## config.mk

```make
export PLATFORM = sky130hd
export DESIGN_NAME = conv1d_mac_feeder
export DESIGN_NICKNAME = d
export VERILOG_FILES = /design/src/rtl/conv_pkg.sv /design/src/rtl/operand_store.sv /design/src/rtl/conv1d_mac_feeder.sv
export SDC_FILE = /design/constraint.sdc
export NUM_CORES = 1
export LEC_CHECK = 0
export CAP_MARGIN = 10
export CELL_PAD_IN_SITES_DETAIL_PLACEMENT = 0
export CELL_PAD_IN_SITES_GLOBAL_PLACEMENT = 1
export CORE_ASPECT_RATIO = 0.6
export CORE_MARGIN = 1
export CORE_UTILIZATION = 52
export CTS_CLUSTER_SIZE = 30
export DETAILED_ROUTE_END_ITERATION = 16
export PLACE_DENSITY = 0.9
export SYNTH_ARGS = -nofsm -noshare
export SYNTH_HDL_FRONTEND = slang
export SYNTH_SLANG_ARGS = --single-unit
```

## constraint.sdc

```tcl
create_clock -name clk -period 4.7 [get_ports clk]
set_input_delay 0.94 -clock clk [delete_from_list [all_inputs] [get_ports clk]]
set_output_delay 0.94 -clock clk [all_outputs]
set_load 0.005 [all_outputs]
```

## src/rtl/conv_pkg.sv

```systemverilog
// Shared types and widths for the 1-D convolution datapath: feeder FSM state
// encoding, operand and accumulator widths, and a width helper for counters.
package conv_pkg;

  localparam int OPERAND_W = 14;
  localparam int ACC_W     = 2 * OPERAND_W;

  typedef enum logic [2:0] {
    IDLE,
    LOAD_X,
    LOAD_W,
    ISSUE,
    DRAIN,
    CLEAR,
    DONE
  } feeder_state_t;

  // Bits needed to count 0..value-1, never less than one bit so that
  // degenerate bounds (a single output, a single tap) still give a legal vector.
  function automatic int clog2_min1(input int value);
    return (value <= 2) ? 1 : $clog2(value);
  endfunction

endpackage

```

## src/rtl/operand_store.sv

```systemverilog
// Operand storage for the feeder: x vector (N x T) and kernel w (M x T).
// One shared write-data port and combinational reads at (n+k) and (k).
module operand_store
  import conv_pkg::*;
#(
  parameter int T   = OPERAND_W,
  parameter int N   = 16,
  parameter int M   = 4,
  parameter int XAW = clog2_min1(N),
  parameter int WAW = clog2_min1(M)
) (
  input  logic           clk,
  input  logic           i_x_we,
  input  logic           i_w_we,
  input  logic [XAW-1:0] i_x_waddr,
  input  logic [WAW-1:0] i_w_waddr,
  input  logic [T-1:0]   i_wdata,
  input  logic [XAW-1:0] i_x_raddr,
  input  logic [WAW-1:0] i_w_raddr,
  output logic [T-1:0]   o_x,
  output logic [T-1:0]   o_w
);

  logic [T-1:0] r_x_mem [N];
  logic [T-1:0] r_w_mem [M];

  // Capture stream words into the addressed x or w entry.
  // NOTE: the arrays have no reset; every entry is rewritten by the load
  // phase before it is read, so resetting them would only add cost.
  always_ff @(posedge clk) begin
    if (i_x_we) r_x_mem[i_x_waddr] <= i_wdata;
    if (i_w_we) r_w_mem[i_w_waddr] <= i_wdata;
  end

  assign o_x = r_x_mem[i_x_raddr];
  // The first kernel read happens on the same edge as the last tap write
  // (visible when M=1), so a matching write is forwarded to the read port.
  assign o_w = (i_w_we && (i_w_waddr == i_w_raddr)) ? i_wdata : r_w_mem[i_w_raddr];

endmodule

```

## src/rtl/conv1d_mac_feeder.sv

```systemverilog
// Operand sequencer for a pipelined MAC computing a valid-mode 1-D convolution.
// Loads x then w from a valid/ready stream, issues the (x[n+k], w[k]) pairs for
// each output n, waits out the MAC latency, strobes the finished y[n], and
// clears the accumulator before the next output. All outputs are registered.
module conv1d_mac_feeder
  import conv_pkg::*;
#(
  parameter int T       = OPERAND_W,
  parameter int N       = 16,
  parameter int M       = 4,
  parameter int MAC_LAT = 3
) (
  input  logic                         clk,
  input  logic                         reset,
  input  logic [T-1:0]                 s_data,
  input  logic                         s_valid,
  output logic                         s_ready,
  output logic [T-1:0]                 mac_a,
  output logic [T-1:0]                 mac_b,
  output logic                         mac_valid,
  output logic                         mac_clear,
  output logic                         y_strobe,
  output logic [clog2_min1(N-M+1)-1:0] y_index,
  output logic                         done
);

  localparam int XAW = clog2_min1(N);
  localparam int WAW = clog2_min1(M);
  localparam int NW  = clog2_min1(N - M + 1);
  localparam int DW  = clog2_min1(MAC_LAT);

  localparam logic [XAW-1:0] X_LAST = XAW'(N - 1);
  localparam logic [XAW-1:0] W_LAST = XAW'(M - 1);
  localparam logic [NW-1:0]  N_LAST = NW'(N - M);
  localparam logic [WAW-1:0] K_LAST = WAW'(M - 1);
  localparam logic [DW-1:0]  D_LAST = DW'(MAC_LAT - 1);

  feeder_state_t  r_state, w_state_next;
  logic [XAW-1:0] r_cnt,   w_cnt_next;
  logic [NW-1:0]  r_n,     w_n_next;
  logic [WAW-1:0] r_k,     w_k_next;
  logic [DW-1:0]  r_drain, w_drain_next;

  logic           w_xfer, w_x_we, w_w_we;
  logic [XAW-1:0] w_x_raddr;
  logic [T-1:0]   w_x_rd, w_w_rd;

  logic           w_s_ready_d, w_mac_valid_d, w_mac_clear_d, w_y_strobe_d, w_done_d;
  logic [T-1:0]   w_mac_a_d, w_mac_b_d;
  logic [NW-1:0]  w_y_index_d;

  // s_ready is the registered image of "state is LOAD_*", so it also gates writes.
  assign w_xfer = s_valid && s_ready;
  assign w_x_we = w_xfer && (r_state == LOAD_X);
  assign w_w_we = w_xfer && (r_state == LOAD_W);

  // Operands for the next cycle are read at the next (n, k).
  assign w_x_raddr = XAW'(w_n_next) + XAW'(w_k_next);

  operand_store #(
    .T   (T),
    .N   (N),
    .M   (M),
    .XAW (XAW),
    .WAW (WAW)
  ) u_store (
    .clk       (clk),
    .i_x_we    (w_x_we),
    .i_w_we    (w_w_we),
    .i_x_waddr (r_cnt),
    .i_w_waddr (r_cnt[WAW-1:0]),
    .i_wdata   (s_data),
    .i_x_raddr (w_x_raddr),
    .i_w_raddr (w_k_next),
    .o_x       (w_x_rd),
    .o_w       (w_w_rd)
  );

  // State and counter register.
  // NOTE: sequential state uses non-blocking assignments so every register
  // samples pre-edge values regardless of block ordering.
  always_ff @(posedge clk or posedge reset) begin
    if (reset) begin
      r_state <= IDLE;
      r_cnt   <= '0;
      r_n     <= '0;
      r_k     <= '0;
      r_drain <= '0;
    end else begin
      r_state <= w_state_next;
      r_cnt   <= w_cnt_next;
      r_n     <= w_n_next;
      r_k     <= w_k_next;
      r_drain <= w_drain_next;
    end
  end

  // Next-state and counter sequencing.
  // NOTE: every target gets a default first, so no path can leave a latch.
  always_comb begin
    w_state_next = r_state;
    w_cnt_next   = r_cnt;
    w_n_next     = r_n;
    w_k_next     = r_k;
    w_drain_next = r_drain;
    unique case (r_state)
      IDLE: begin
        w_state_next = LOAD_X;
        w_cnt_next   = '0;
      end
      LOAD_X: if (w_xfer) begin
        if (r_cnt == X_LAST) begin
          w_state_next = LOAD_W;
          w_cnt_next   = '0;
        end else begin
          w_cnt_next = r_cnt + XAW'(1);
        end
      end
      LOAD_W: if (w_xfer) begin
        if (r_cnt == W_LAST) begin
          w_state_next = ISSUE;
          w_n_next     = '0;
          w_k_next     = '0;
        end else begin
          w_cnt_next = r_cnt + XAW'(1);
        end
      end
      ISSUE: begin
        if (r_k == K_LAST) begin
          w_state_next = DRAIN;
          w_drain_next = '0;
        end else begin
          w_k_next = r_k + WAW'(1);
        end
      end
      DRAIN: begin
        if (r_drain == D_LAST) w_state_next = CLEAR;
        else                   w_drain_next = r_drain + DW'(1);
      end
      CLEAR: begin
        if (r_n == N_LAST) begin
          w_state_next = DONE;
        end else begin
          w_state_next = ISSUE;
          w_n_next     = r_n + NW'(1);
          w_k_next     = '0;
        end
      end
      DONE:    w_state_next = IDLE;
      default: w_state_next = IDLE;
    endcase
  end

  // Output decode from the next state, so registered outputs line up with it.
  always_comb begin
    w_s_ready_d   = (w_state_next == LOAD_X) || (w_state_next == LOAD_W);
    w_mac_valid_d = (w_state_next == ISSUE);
    w_mac_clear_d = (w_state_next == CLEAR);
    w_y_strobe_d  = (w_state_next == DRAIN) && (w_drain_next == D_LAST);
    w_done_d      = (w_state_next == DONE);
    w_mac_a_d     = mac_a;
    w_mac_b_d     = mac_b;
    w_y_index_d   = y_index;
    if (w_mac_valid_d) begin
      w_mac_a_d = w_x_rd;
      w_mac_b_d = w_w_rd;
    end
    if (w_y_strobe_d) w_y_index_d = w_n_next;
  end

  // Output register; reset holds the MAC in clear.
  always_ff @(posedge clk or posedge reset) begin
    if (reset) begin
      s_ready   <= 1'b0;
      mac_a     <= '0;
      mac_b     <= '0;
      mac_valid <= 1'b0;
      mac_clear <= 1'b1;
      y_strobe  <= 1'b0;
      y_index   <= '0;
      done      <= 1'b0;
    end else begin
      s_ready   <= w_s_ready_d;
      mac_a     <= w_mac_a_d;
      mac_b     <= w_mac_b_d;
      mac_valid <= w_mac_valid_d;
      mac_clear <= w_mac_clear_d;
      y_strobe  <= w_y_strobe_d;
      y_index   <= w_y_index_d;
      done      <= w_done_d;
    end
  end

endmodule

```

==> results.toml, run 1 <==
[status]
status = "completed"

[logic_synthesis]
synth_seq_cells = 332
avgSynthCellArea_um2 = 18.1
syn_area_um2 = 13200
yosys_warnings = 0
synth_edf_count = 280
synth_top_area_frac = 0.636
synth.distinct_cells = 57
synth_cells = 731
async_flop_share = 0.157
synth_flop_cell = "edfxtp_1"
ys_top_cells_by_area = "edfxtp_1 64%, dfrtp_1 9.7%, mux4_2 9.5%"
yosysMostFrequentCell = "edfxtp_1"
yosys-top-cells-count = "280 x edfxtp_1, 75 x nand2_1, 56 x mux4_2"
syn_nets = 759
ys_seq_area_frac = 0.735
synth_top_cell_by_area = "edfxtp_1"

[hold_path]
min_path_type = "reg -> reg"

[power]
p_per_area_nw_per_um2 = 751
combinationalPowerShare = 0.451
ir_drop_uv = 833
switching_share = 0.333
p_leak_nw = 5.19
seqPwrFrac = 0.321
p_sw_mw = 3.83
clock_power_share = 0.228
cellInternalPower_mw = 7.68

[cells_and_area]
n_fill_cell = 1669
drive_gt1_frac = 0.215
num_antenna_cells = 0
area_growth_pct = 16.0
nNetsFinal = 834
stdcell_area_um2 = 15300

[worst_setup_path]
startpoint_type = "primary input"
slowest_stage = "a221oi_1"
endpoint = "mac_a[9]"
reg2reg_to = "mac_a[9]"
path_class = "in -> reg"
cp_data_required_time_ns = 5.13
crit_path_end_kind = "flip-flop"
slowest_delay_ns = 0.74
cp_max_fo = 28
reg2reg_slack_ns = 0.73
startpoint = "s_valid"
r2r_start = "r_cnt[0]"
arrival_ns = 4.43
crit_chain = "clkdlybuf4s50_1, nand2_1, o41ai_1, a221oi_1, fa_2, a31oi_1, a2111oi_4, buf_12, mux2_2, a221o_1"
reg2regPathDepth = 11

[sta]
clock-skew-final_ns = 0.0109
relSlewSlack = 0.367
setup_violations = 0
final.period_utilization = 0.852
min_period_ns = 4.01
fin_setup_tns_ns = 0
tightestPinTransition_ns = 0.950
max_freq_mhz = 250
rsz0062_at_grt = "no"
finalHoldViolations = 0
setup_slack_ns = 0.693
timing.hold.ws_ns = 0.492
drv_slew = 0

[clocking]
htree_levels = 1
cts_buffers = 28
cts_hold_buffers = 0
cts_resized = 0
cts_tree = "yes"
clock_latency_ns = 0.55
postCtsSetupBuffers = 0
cts-root-buf = "clkbuf_16"
clkTransAtPathRegs_ns = 0.07
cts_sinks = 332
clockBufferDepth = 3

[floorplan]
rows = 44
die_h_um = 125
start_util = 0.538
dieArea_um2 = 26100
io_pins = 54
dieWidth_um = 208
core_um2 = 24600

[routing]
wl_per_cell_um = 25.0
vias_per_cell = 6.26
drt_wl_total_mm = 28.8
drt_iter0_markers = 717
drtAntennaViolNets = 0
drc = 0
vias = 7200
dr.pass1.iters = 5

[placement]
place_hpwl_mm = 16.8
dp_slack_ns = 0.210
port_buffers = 53
detailed_place.area_um2 = 14300
gp_congestion = 0.835

[global_route]
gr-total-overflow = 0
grt_max_degree = 58
grt_pass1_wl_mm = 44.4
grt_usage = 0.228
antenna_found_initial = 0
grt_pass1_vias = 7374

[run]
max-cap-violations = 0
-- power groups by stage --
stage / Clock, mW / Combinational [mW] / Sequential [mW]
final: 2.62 / 5.19 / 3.70
after global routing: 2.76 / 5.60 / 3.72
after CTS: 2.64 / 5.25 / 3.69
after detailed placement: 0 / 5.18 / 3.75
after global placement: 0 / 5.01 / 3.73
after floorplan: 0 / 3.77 / 3.67
-- routing by layer --
metal,vias to the layer above,GRT usage,wire [um]
met1,3707,0.340,12400
li1,3055,-,-
met4,0,0.0505,507
met2,394,0.349,13200
met5,-,0,0
met3,44,0.0470,2740
-- flip-flops by register name (all words and copies together) (netlist names) --
name             cells
mac_b               14
r_drain              2
u_store.r_x_mem    224
y_strobe             1
r_cnt                4
mac_clear            1
mac_a               14
r_state              3
done                 1
r_n                  4
s_ready              1
u_store.r_w_mem     56
y_index              4
mac_valid            1
r_k                  2
-- cell families (layout without fill, tap and decap cells) --
logic type / count (synthesis) / after routing / synth area share
flops: 332 / 332 / 0.735
simple gates: 153 / 153 / 0.0594
mux: 90 / 90 / 0.123
compound gates: 89 / 89 / 0.0512
buf+inv: 53 / 150 / 0.0184
fa+ha+maj: 11 / 11 / 0.0110
xor+xnor: 3 / 3 / 0.00256
-- worst min-delay path by stage --
stage	slack (ns)	depth (start not counted)	end	startpoint
5_1_grt	0.53	2	mac_b[6]	mac_b[6]
3_3_place_gp	0.47	2	mac_b[13]	mac_b[13]
2_1_floorplan	0.48	2	mac_b[0]	mac_b[0]
4_1_cts	0.50	2	mac_b[13]	mac_b[13]
6_report	0.49	2	mac_b[13]	mac_b[13]
3_5_place_dp	0.48	2	mac_b[13]	mac_b[13]
-- stage by stage --
| stage | total power, mW | utilization | cells |
|---|---|---|---|
| 2_1_floorplan | 7.44 | - | 731 |
| 3_3_place_gp | 8.75 | 0.581 | 1098 |
| 3_5_place_dp | 8.93 | 0.581 | 1098 |
| 4_1_cts | 11.6 | 0.624 | 1150 |
| 5_1_grt | 12.1 | 0.624 | 1150 |
| 6_report | 11.5 | 0.624 | 1150 |
-- cell usage in the layout, fill, tap and decap left out, types with 3 or more instances in the layout --
cell type / Yosys / layout
nand2_1: 75 / 75
o21ai_0: 6 / 6
mux2i_1: 16 / 16
nor2_1: 19 / 19
nor3_1: 11 / 8
clkinv_2: 0 / 4
clkdlybuf4s50_1: 0 / 53
bufinv_16: 0 / 7
clkbuf_8: 0 / 3
nand3b_1: 3 / 3
mux4_2: 56 / 56
nand3_1: 9 / 9
clkinvlp_4: 0 / 5
ha_1: 10 / 9
a221o_1: 14 / 14
o21ai_1: 16 / 15
a21oi_1: 19 / 19
buf_4: 2 / 26
clkbuf_16: 0 / 29
nor3_2: 10 / 13
a32o_1: 14 / 14
mux2_2: 18 / 18
a211o_1: 3 / 3
nand2b_1: 5 / 5
and3_1: 5 / 5
edfxtp_1: 280 / 280
inv_1: 14 / 13
dfrtp_1: 51 / 51
buf_12: 0 / 4
-- worst max-delay path: cells and delay by family --
family,cells,cell delay (ns)
AOI/OAI and AO/OA,5,1.71
buffers and inverters,2,0.73
and+or+nand+nor,1,0.25
adders and majority gates,1,0.39
muxes,1,0.38
-- area by class of cell --
cell class | instances | area (um^2) | share of cell area
clock buffer | 34 | 774 | 0.0505
multi-input combinational | 346 | 3300 | 0.215
clock inverter | 18 | 280 | 0.0183
sequential | 332 | 9710 | 0.633
timing repair buffer | 83 | 806 | 0.0526
tap | 322 | 403 | 0.0263
inverter | 15 | 56.3 | 0.00367
(Power assumes the default switching activity.)
==> inputs of run 2 (changes only) <==
Settings changed: CORE_UTILIZATION 52 to 53, SYNTH_HIERARCHICAL from default to 1.
==> run 2 against run 1 <==
Against the previous run:
- count of clock-buffer cells in the layout increased by 5
- first-iteration DRC count increased by 5.0%
- cell area decreased by 0.49%
- largest power group is now registers
- area after synthesis decreased by 0.73%
- clock power decreased by 5%
- via count decreased by 4.9%
- non-clock buffer count increased by 7
- sequential share of layout area increased by 0.31 points
- register-to-register slack improved by 0.03 ns
- clock skew decreased by 0.00099 ns
==> results.toml, run 2 <==
[worst_setup_path]
reg2regPathDepth = 13
crit_path_end_kind = "flip-flop"
reg2reg_to = "mac_a[7]"
cp_data_required_time_ns = 5.15
reg2reg_slack_ns = 0.76
r2r_start = "r_cnt[0]"
startpoint_type = "primary input"
arrival_ns = 4.50
path_class = "in -> reg"
cp_max_fo = 49

[placement]
detailed_place.area_um2 = 14200
port_buffers = 53
place_hpwl_mm = 17.1
gp_congestion = 0.796
post-place-cells = 1033

[logic_synthesis]
async_flop_share = 0.157
synth_edf_count = 280
synth_flop_cell = "edfxtp_1"
avgSynthCellArea_um2 = 20.2
ys_seq_area_frac = 0.740
yosys_warnings = 6
yosys-top-cells-count = "280 x edfxtp_1, 70 x mux4_2, 51 x dfrtp_1"
synth_top_cell_by_area = "edfxtp_1"
synth_top_area_frac = 0.641
synth_cells = 650
yosysMostFrequentCell = "edfxtp_1"
syn_nets = 675
synth_seq_cells = 332
synth.distinct_cells = 46
syn_area_um2 = 13100
ys_top_cells_by_area = "edfxtp_1 64%, mux4_2 12%, dfrtp_1 9.7%"

[clocking]
cts_resized = 0
postCtsSetupBuffers = 0
cts_buffers = 30
htree_levels = 1
clockBufferDepth = 3
clock_latency_ns = 0.56
cts_sinks = 332
cts_hold_buffers = 0
clkTransAtPathRegs_ns = 0.06
cts-root-buf = "clkbuf_16"
cts_tree = "yes"

[sta]
tightestPinTransition_ns = 0.889
relSlewSlack = 0.405
final.period_utilization = 0.862
clock-skew-final_ns = 0.00988
max_freq_mhz = 247
drv_slew = 0
min_period_ns = 4.05
rsz0062_at_grt = "no"
finalHoldViolations = 0
setup_violations = 0

[routing]
vias = 6848
dr.pass1.iters = 7
drtAntennaViolNets = 0
drt_iter0_markers = 753
vias_per_cell = 6.28
drc = 0
drt_wl_total_mm = 28.8
wl_per_cell_um = 26.4

[cells_and_area]
multi_input_area_um2 = 3240
final_common_cell = "edfxtp_1"
stdcell_count = 1091
nNetsFinal = 769
n_fill_cell = 1638
regMostFlops = "u_store/r_x_mem"
fin_util = 0.630
stdcell_area_um2 = 15300
drive_gt1_frac = 0.279
area_growth_pct = 16.2
regArea_um2 = 9710
top_regs = "u_store/r_x_mem (224), u_store/r_w_mem (56)"
largest_reg_flops = 224
final_cell_mix = "280 x edfxtp_1, 70 x mux4_2, 53 x clkdlybuf4s50_1"

[power]
p_sw_mw = 1.11
ir_drop_uv = 482
combinationalPowerShare = 0.011
power_mw = 5.76
switching_share = 0.192
clock_power_share = 0.435
p_leak_nw = 5.28
p_per_area_nw_per_um2 = 378
seqPwrFrac = 0.554
cellInternalPower_mw = 4.65

[global_route]
grt_usage = 0.235
grt_max_degree = 50
grt_pass1_vias = 6875
antenna_found_initial = 1
gr-total-overflow = 0
grt_pass1_wl_mm = 42.6

[hold_path]
hold_depth = 1
min_to = "mac_b[0]"
min_path_type = "reg -> reg"
worstHoldStart = "mac_b[0]"

[floorplan]
rows = 44
dieWidth_um = 205
start_util = 0.542
core_um2 = 24200
dieArea_um2 = 25400
die_h_um = 124
io_pins = 54

[status]
status = "completed"

[run]
max-cap-violations = 0
run 2: changes by cell type after synthesis, sizes merged, moves of 6 or more:
cell and delta:
mux4 +14, inv -6, a221o -13, a32o -14, a22oi +28, o21ai -21
mux2 +30, nand2 -45, a21oi -11, nor3 -15, clkbuf -13, mux2i -16
run 2: cell type report:
class	instances	area share
repair buffers	90	0.0555
inverters	9	0.00221
multi-input cells	281	0.213
well taps	322	0.0264
clock inverters	17	0.0130
clock buffers	39	0.0535
diodes	1	0.000164
flip-flops and latches	332	0.637
run 2: cells by family (layout without fill, tap and decap cells):
family | Yosys count | after routing | share of synthesized area
DFF | 332 | 332 | 0.740
muxes | 118 | 118 | 0.164
and+or+nand+nor | 97 | 97 | 0.0384
AOI/OAI and AO/OA | 54 | 54 | 0.0301
buffers and inverters | 37 | 155 | 0.0166
adders and majority gates | 8 | 8 | 0.00820
xor gates and xnor gates | 4 | 4 | 0.00267
other | 0 | 1 | 0
run 2: power by group through the flow:
stage               clock (mW)  sequential, mW  combinational [mW]
global placement             0            3.26              0.0575
global route              2.65            3.19              0.0698
detailed placement           0            3.26              0.0641
CTS                       2.54            3.19              0.0642
floorplan                    0            3.26             0.00667
finish                    2.50            3.19              0.0635
run 2: worst max path at each step:
stage	slack, ns	from	end	cells past startpoint
detailed placement	-0.09	s_valid	mac_a[7]	13
finish	0.65	s_valid	mac_a[7]	13
CTS	0.53	s_valid	mac_a[9]	13
global route	0.51	s_valid	mac_a[7]	13
floorplan	0.89	s_valid	mac_a[3]	12
global placement	0.11	s_valid	mac_a[9]	13
run 2: metrics by stage:
stage,hold slack [ns],setup TNS [ns],setup WS (ns)
4_1_cts,0.519,0,0.527
5_1_grt,0.531,0,0.510
3_3_place_gp,0.494,0,0.112
6_report,0.511,0,0.648
2_1_floorplan,0.504,0,0.888
3_5_place_dp,0.496,-0.328,-0.0850
run 2: routing by layer:
metal	GRT usage	vias to the layer above	wire length (um)
met3	0.0625	54	2590
li1	-	2841	-
met5	0	-	0
met2	0.367	343	13700
met4	0.0597	0	561
met1	0.334	3610	11900
run 2: worst max-delay path, stage by stage:
cell and delay [ns]:
clkdlybuf4s50_1 0.50, and2_1 0.19, and3_1 0.27, nor2_1 0.09
mux2_2 0.31, ha_4 0.17, fa_2 0.54, buf_12 0.28
buf_4 0.25, mux4_2 0.30, a22oi_1 0.27, nand2_1 0.10
mux2_2 0.27
==> inputs of run 3 (changes only) <==
Settings changed: SLEW_MARGIN from default to 20.
==> run 3 against run 2 <==
Against the previous run:
- die area unchanged
- sequential cell count unchanged
- via count fell by 0.34%
- critical endpoint unchanged
- cell count about the same
- sequential power about the same
- cell area about the same
==> results.toml, run 3 (synthesized netlist as in run 2, its figures left out) <==
[status]
status = "completed"

[cells_and_area]
area_growth_pct = 16.2
regArea_um2 = 9710
regMostFlops = "u_store/r_x_mem"
largest_reg_flops = 224
n_fill_cell = 1636
drive_gt1_frac = 0.279
final_cell_mix = "280 x edfxtp_1, 70 x mux4_2, 53 x clkdlybuf4s50_1"
multi_input_area_um2 = 3250
top_regs = "u_store/r_x_mem (224), u_store/r_w_mem (56)"
stdcell_area_um2 = 15200
final_common_cell = "edfxtp_1"
nNetsFinal = 768

[worst_setup_path]
cp_max_fo = 49
reg2reg_slack_ns = 0.75
slowest_stage = "fa_2"
startpoint_type = "primary input"
path_class = "in -> reg"
arrival_ns = 4.50
crit_path_end_kind = "flip-flop"
crit_chain = "clkdlybuf4s50_1, and2_1, and3_1, nor2_1, mux2_2, ha_4, fa_2, buf_12, buf_4, mux4_2, a22oi_1, nand2_1, mux2_2"
cp_data_required_time_ns = 5.15
slowest_delay_ns = 0.54
path_common_cell = "mux2_2"

[floorplan]
rows = 44
die_h_um = 124
dieArea_um2 = 25400
io_pins = 54
start_util = 0.542
dieWidth_um = 205
core_um2 = 24200

[sta]
setup_slack_ns = 0.652
drv_slew = 0
finalHoldViolations = 0
max_freq_mhz = 247
rsz0062_at_grt = "no"
min_period_ns = 4.05
setup_violations = 0
clock-skew-final_ns = 0.0128
relSlewSlack = 0.417
fin_setup_tns_ns = 0
final.period_utilization = 0.861
tightestPinTransition_ns = 0.871

[clocking]
cts_resized = 0
cts_hold_buffers = 0
postCtsSetupBuffers = 0
htree_levels = 1
clock_latency_ns = 0.57
cts_buffers = 30
cts_tree = "yes"
clockBufferDepth = 3
clkTransAtPathRegs_ns = 0.06
cts_sinks = 332
cts-root-buf = "clkbuf_16"

[placement]
gp_congestion = 0.796
place_hpwl_mm = 17.1
dp_slack_ns = -0.0850
detailed_place.area_um2 = 14200
port_buffers = 53

[routing]
met1_length_mm = 12.0
wl_met2_mm = 13.5
wl_met3_mm = 2.63
drt_wl_total_mm = 28.7
maxUsedRoutingLayer = "met4"
drc = 0
wl_per_cell_um = 26.4
dr.pass1.iters = 5
vias = 6825
drt_iter0_markers = 700
vias_per_cell = 6.26
drtAntennaViolNets = 0

[global_route]
antenna_found_initial = 1
grt_pass1_vias = 6875
gr-total-overflow = 0
grt_max_degree = 50
grt_usage = 0.235
grt_pass1_wl_mm = 42.6

[power]
p_per_area_nw_per_um2 = 378
ir_drop_uv = 481
power_mw = 5.76
p_leak_nw = 5.28

[hold_path]
min_path_type = "reg -> reg"

[run]
max-cap-violations = 0
[run 3: changes by cell type in the layout (fill, tap and decap cells not counted)]
cell | before | now
nor2b_1 | 2 | 1
buf_4 | 34 | 33
nor2b_2 | 0 | 1
[run 3: final timing paths]
| path | cells past startpoint | startpoint | end |
|---|---|---|---|
| min in group asynchronous | 2 | reset | y_index[2] |
| max in group asynchronous | 3 | reset | mac_a[10] |
| worst max-delay path | 13 | s_valid | mac_a[7] |
| worst min register to register | 1 | mac_b[0] | mac_b[0] |
| worst max register to register | 13 | r_cnt[0] | mac_a[7] |
| worst min-delay path | 1 | mac_b[0] | mac_b[0] |
[run 3: layer usage]
metal / global-route usage / vias up
met5: 0 / -
met4: 0.0597 / 0
met3: 0.0625 / 54
met2: 0.367 / 346
met1: 0.334 / 3588
li1: - / 2837
[run 3: final cells by class]
type	instances	area share
diodes	1	0.000164
clock buffers	39	0.0535
clock inverters	17	0.0130
inverters	9	0.00222
multi-input cells	281	0.213
flip-flops and latches	332	0.637
well taps	322	0.0264
repair buffers	89	0.0550
[run 3: worst max-delay path, delay by kind of cell]
kind | cells | cell delay [ns]
AND/OR/NAND/NOR | 4 | 0.65
multiplexers | 3 | 0.88
buffers and inverters | 3 | 1.03
adder cells (fa/ha/maj) | 2 | 0.71
AO/OA/AOI/OAI | 1 | 0.27
[run 3: through the flow]
stage,util,hold WS [ns],cells
after floorplan,-,0.504,650
after global placement,0.587,0.494,1033
after detailed placement,0.587,0.496,1033
after CTS,0.629,0.519,1089
after global routing,0.629,0.531,1089
final,0.629,0.511,1090
[run 3: power by group]
part           switching (mW)  total, mW  internal (mW)
Clock                    1.06       2.50           1.45
Sequential                  0       3.19           3.19
Combinational          0.0507     0.0631         0.0124
